**config.mk**
```make
export PLATFORM = sky130hd
export DESIGN_NAME = full_adder_1_bit
export DESIGN_NICKNAME = d
export VERILOG_FILES = /design/src/rtl/alu_pkg.sv /design/src/rtl/half_adder.sv /design/src/rtl/full_adder_1_bit.sv
export SDC_FILE = /design/constraint.sdc
export NUM_CORES = 1
export LEC_CHECK = 0
export ABC_AREA = 1
export BUFFER_PORTS_ARGS = -buffer_cell sky130_fd_sc_hd__buf_2
export CELL_PAD_IN_SITES_DETAIL_PLACEMENT = 0
export CELL_PAD_IN_SITES_GLOBAL_PLACEMENT = 1
export CORE_AREA = 5 5 42 44
export CTS_CLUSTER_DIAMETER = 120
export DETAILED_ROUTE_END_ITERATION = 16
export DIE_AREA = 0 0 47 49
export PLACE_DENSITY = 0.33
export SYNTH_ARGS = -nofsm -noshare
export SYNTH_HDL_FRONTEND = slang
export SYNTH_SLANG_ARGS = --single-unit
export TNS_END_PERCENT = 100
```
**constraint.sdc**
```tcl
create_clock -name clk -period 0.8 [get_ports clk]
set_input_delay 0 -clock clk [delete_from_list [all_inputs] [get_ports clk]]
set_output_delay 0 -clock clk [all_outputs]
set_load 0.005 [all_outputs]
```
**src/rtl/alu_pkg.sv**
```systemverilog
// alu_pkg: constants shared by the ALU datapath.
//   DATA_WIDTH - width of the ripple-carry adder built from full_adder_1_bit
//                cells. The 1-bit cell itself does not depend on it.
package alu_pkg;

  localparam int DATA_WIDTH = 32;

endpackage : alu_pkg

```
**src/rtl/half_adder.sv**
```systemverilog
// half_adder: single-bit half adder.
// Ports:
//   a, b  in   operand bits
//   s     out  a ^ b (also the "propagate" term when used on operands)
//   c     out  a & b (also the "generate" term when used on operands)
module half_adder (
  input  logic a,
  input  logic b,
  output logic s,
  output logic c
);

  assign s = a ^ b;
  assign c = a & b;

endmodule : half_adder

```
**src/rtl/full_adder_1_bit.sv**
```systemverilog
// full_adder_1_bit: leaf cell of the ALU ripple-carry adder.
// Ports:
//   clk      in   clock for the registered outputs only
//   rst      in   synchronous active-high reset, clears Sum_q/Carry_q
//   A, B     in   operand bits
//   Cin      in   carry-in from the less-significant stage (0 for bit 0)
//   en       in   load enable for Sum_q/Carry_q
//   Sum      out  combinational A ^ B ^ Cin
//   Carry    out  combinational carry-out
//   Sum_q    out  Sum captured on a rising clk with en = 1
//   Carry_q  out  Carry captured on a rising clk with en = 1
module full_adder_1_bit
  import alu_pkg::*;
(
  input  logic clk,
  input  logic rst,
  input  logic A,
  input  logic B,
  input  logic Cin,
  input  logic en,
  output logic Sum,
  output logic Carry,
  output logic Sum_q,
  output logic Carry_q
);

  logic p;          // propagate: A ^ B
  logic g;          // generate:  A & B
  logic c2;         // p & Cin
  logic sum_reg;
  logic carry_reg;

  // First half adder yields propagate/generate so a lookahead wrapper can
  // tap the same terms.
  half_adder u_ha_pg (
    .a (A),
    .b (B),
    .s (p),
    .c (g)
  );

  // Second half adder folds in the carry-in; its AND output keeps
  // Cin -> Carry to a single AND-OR level for the ripple chain.
  half_adder u_ha_cin (
    .a (p),
    .b (Cin),
    .s (Sum),
    .c (c2)
  );

  assign Carry = g | c2;

  // Reset takes priority over the load enable.
  always_ff @(posedge clk) begin
    if (rst) begin
      sum_reg   <= 1'b0;
      carry_reg <= 1'b0;
    end else if (en) begin
      sum_reg   <= Sum;
      carry_reg <= Carry;
    end
  end

  assign Sum_q   = sum_reg;
  assign Carry_q = carry_reg;

endmodule : full_adder_1_bit

```
# After elaboration in Yosys (flattened, before gate mapping)
# Index checks and enable logic that the tools add are counted.
# Widths: inputs -> output; s select.
classes:
  n_bitwise: 5
ops:
  columns: ["operator", "n"]
  rows:
  - ["$and 1x1->1", 2]
  - ["$xor 1x1->1", 2]
  - ["$or 1x1->1", 1]
totals:
  regBits: 2
  word_cells: 7

# Logic depth before layout (Yosys ltp)
depth:
  ltp_word: 3
  ltp_mapped: 5
  ltp_nobuf: 5

# Modules after synthesis
# Synthesis repeated with hierarchy kept, for this count alone.
unflattened:
  cells_unflattened: 15
  hier_area_um2: 111.4
modules_own_cells:
  columns: ["mod", "instances", "cells_per_inst", "area_per_inst_um2", "seq_area_each_um2"]
  rows:
  - ["full_adder_1_bit", 1, 13, 86.3, 40.0]
  - ["half_adder", 2, 1, 12.5, 0.0]

# Worst setup path before layout
# Ideal clock, no wire load.
synth_timing:
  path_kind: "input to register"
  startpoint: "input A"
  endpoint: "register sum_reg (netlist: Sum_q)"
  t_arrival_ns: 0.741
  setup_slack_ns: -0.005
  cell_stages: 5
  cell_sequence: "fa_1 inv_1 nand2_1 nand2_1 nor2_1"
synth_via:
  elab_chain_len: 2
synth_lines:
  columns: ["element", "line_no", "rtl"]
  rows:
  - ["from (decl)", "full_adder_1_bit.sv:17", "input logic A,"]
  - ["$xor 1x1->1 (2 in series)", "half_adder.sv:13", "assign s = a ^ b;"]
  - ["to (signal assigned)", "full_adder_1_bit.sv:59", "sum_reg <= Sum;"]
  - ["to (decl)", "full_adder_1_bit.sv:30", "logic sum_reg;"]
# No other way between the ends.
# A chain may end at the register's enable or synchronous reset.

# Worst setup path after layout
layout_timing:
  startpoint: "input A"
  endpoint: "output Sum"
layout_via:
  elab_chain_len: 2
layout_lines:
  columns: ["element", "line_no", "rtl"]
  rows:
  - ["$xor 1x1->1 (2 in series)", "half_adder.sv:13", null]
  - ["to (decl)", "full_adder_1_bit.sv:21", "output logic Sum,"]
# No other way between the ends.

==> out/results.ini <==
[grt]
grt_pass1_vias = 138
overflow = 0
grt_usage_pct = 4.079
grt_max_degree = 5
grt_first_pass_wirelength_um = 586
antenna_found_initial = 0

[cts]
numCtsBuffers = 3
cts_max_level = 1
cts-resized-gates = 0
hold_buffers = 0
clk_path_buf_depth = 2
clk_pin_slew_worst_paths_ns = 0.03
clk_latency_ns = 0.22
cts_tree = yes
cts_num_sinks = 2
postCtsSetupBuffers = 0
root_buffer = clkbuf_4

[logic_synthesis]
synth_nets = 21
ys_types = 5
yosysTopAreaCell = dfxtp_1
synthCells = 14
synthArstFlopShare_pct = 0
ys_ff_latch = 2
netlist_area_um2 = 101.3
synth_common_cells = nand2_1, nor2_1, inv_1
synth_area_leaders = dfxtp_1, fa_1, nand2_1, nor2_1, inv_1
synth_edf_count = 0
yosys_warnings = 0
ys.flop_type = dfxtp_1
netlist.area_leader.share_pct = 39.51
postSynthAreaPerCell_um2 = 7.239
yosysSeqAreaShare_pct = 39.51

[sta]
setup_slack_ns = 0.03574
worst_pin_slew_ns = 0.08968
max_freq_ghz = 1.308
fin_crit_sh_pct = 95.53
rsz0062_at_grt = false
hold_violations = 0
finClkSkew_ns = 0
hold_ws_ns = 0.02866
slew_headroom_pct = 94.00
period_needed_ns = 0.7643
slew_violations = 0
finalSetupViolCount = 0
finalSetupTns_ns = 0

[finish]
drive_above_1_share_pct = 46.15
nNetsFinal = 35
finalInstanceArea_um2 = 188.9
synthToLayoutAreaGrowth_pct = 86.42
diodes = 0

[place]
gp_congestion = 0.6437
io_buffer_count = 9
place_ws_ns = -0.1464
dpl_cell_area_um2 = 166.4

[power_and_ir_drop]
seqPwrFrac_pct = 28.1
power_frac_comb_pct = 17.1
p_sw_uw = 94.17
p_leak_nw = 0.1098
pwr-share-clk_pct = 54.8
max-vdd-ir-drop_v = 0.0005508
p_int_uw = 309.3
power_density_nw_per_um2 = 2136
swShare_pct = 23.34

[routing]
wire_per_inst_um = 7.762
drc = 0
first_iter_violations = 4
vias = 120
ant_nets = 0
drt-pass1-iter-count = 2
drt-total-wl_um = 326
via_per_inst = 2.857

[worst_setup_path]
worstPathRequired_ns = 0.80
cp_slowest_cell = fa_1
cp-start-kind = primary input
worstSetupPathType = primary input to output port
arrival_ns = 0.76
critical_path.most_common_cell = buf_2
cp_max_fo = 2
cp-end-kind = output port
crit_path_max_incr_delay_ns = 0.54
cp_cell_sequence = buf_2 > fa_1 > buf_2

[die]
dieHeight_um = 49
die-area_um2 = 2303
die_width_um = 47
num_io_pins = 10
start_util_pct = 7.232
std_cell_rows = 14
core_area_um2 = 1401

[outcome]
status = finished clean

[job]
cap_violations = 0

[min_path]
hp-class = primary input to flip-flop

## stage by stage
stage	total power, mW	std cells	util, %
2_1_floorplan	0.1455	14	-
3_3_place_gp	0.1833	39	11.88
3_5_place_dp	0.1843	39	11.88
4_1_cts	0.4217	42	13.48
5_1_grt	0.4519	42	13.48
6_report	0.4035	42	13.48
## cell type report
type	instances	area, um2
timing repair buffer	9	45.04
clock buffer	3	22.52
fill	178	1212
sequential	2	40.04
inverter	3	11.26
multi-input combinational	9	50.05
tap	16	20.02
## critical path, delay by kind of cell
family | cells | cell delay [ns]
adders and majority gates | 1 | 0.54
buffers and inverters | 2 | 0.22
## layout by cell type, fill, tap and decap left out, drive strengths merged
cell type	instances
nand2	4
nor2	4
dfxtp	2
clkbuf	3
buf	9
fa	1
inv	3
## metal layers
layer / vias up / global-route usage, % / share of wire, %
met5: - / 0 / 0
met4: 0 / 5.530 / 0
met3: 0 / 2.583 / 23
met2: 9 / 3.846 / 36
met1: 46 / 4.814 / 41
li1: 65 / - / -
## kinds of logic (layout without fill, tap and decap cells)
family / Yosys count / after routing / synth area share, %
simple gates: 8 / 8 / 29.62
buf+inv: 3 / 15 / 11.11
flops: 2 / 2 / 39.51
fa+ha+maj: 1 / 1 / 19.75
## sequential cells by signal, summed over array words and instances, names as in the netlist
name     cells
Sum_q        1
Carry_q      1
## final timing paths
| kind | start | to | slack [ns] | cells past startpoint |
|---|---|---|---|---|
| max | A | Sum | 0.04 | 3 |
| min | rst | Carry_q | 0.03 | 4 |
| max reg2reg | Sum_q | Sum_q | 0.25 | 2 |
| min reg2reg | Carry_q | Carry_q | 0.48 | 2 |
## power groups by stage
stage,Clock [mW],Combinational (mW),Sequential (mW)
6_report,0.221,0.0690,0.113
4_1_cts,0.238,0.0703,0.113
3_3_place_gp,0,0.0697,0.114
3_5_place_dp,0,0.0700,0.114
5_1_grt,0.255,0.0829,0.114
2_1_floorplan,0,0.0307,0.115
Power figures use the tool's default switching activity.
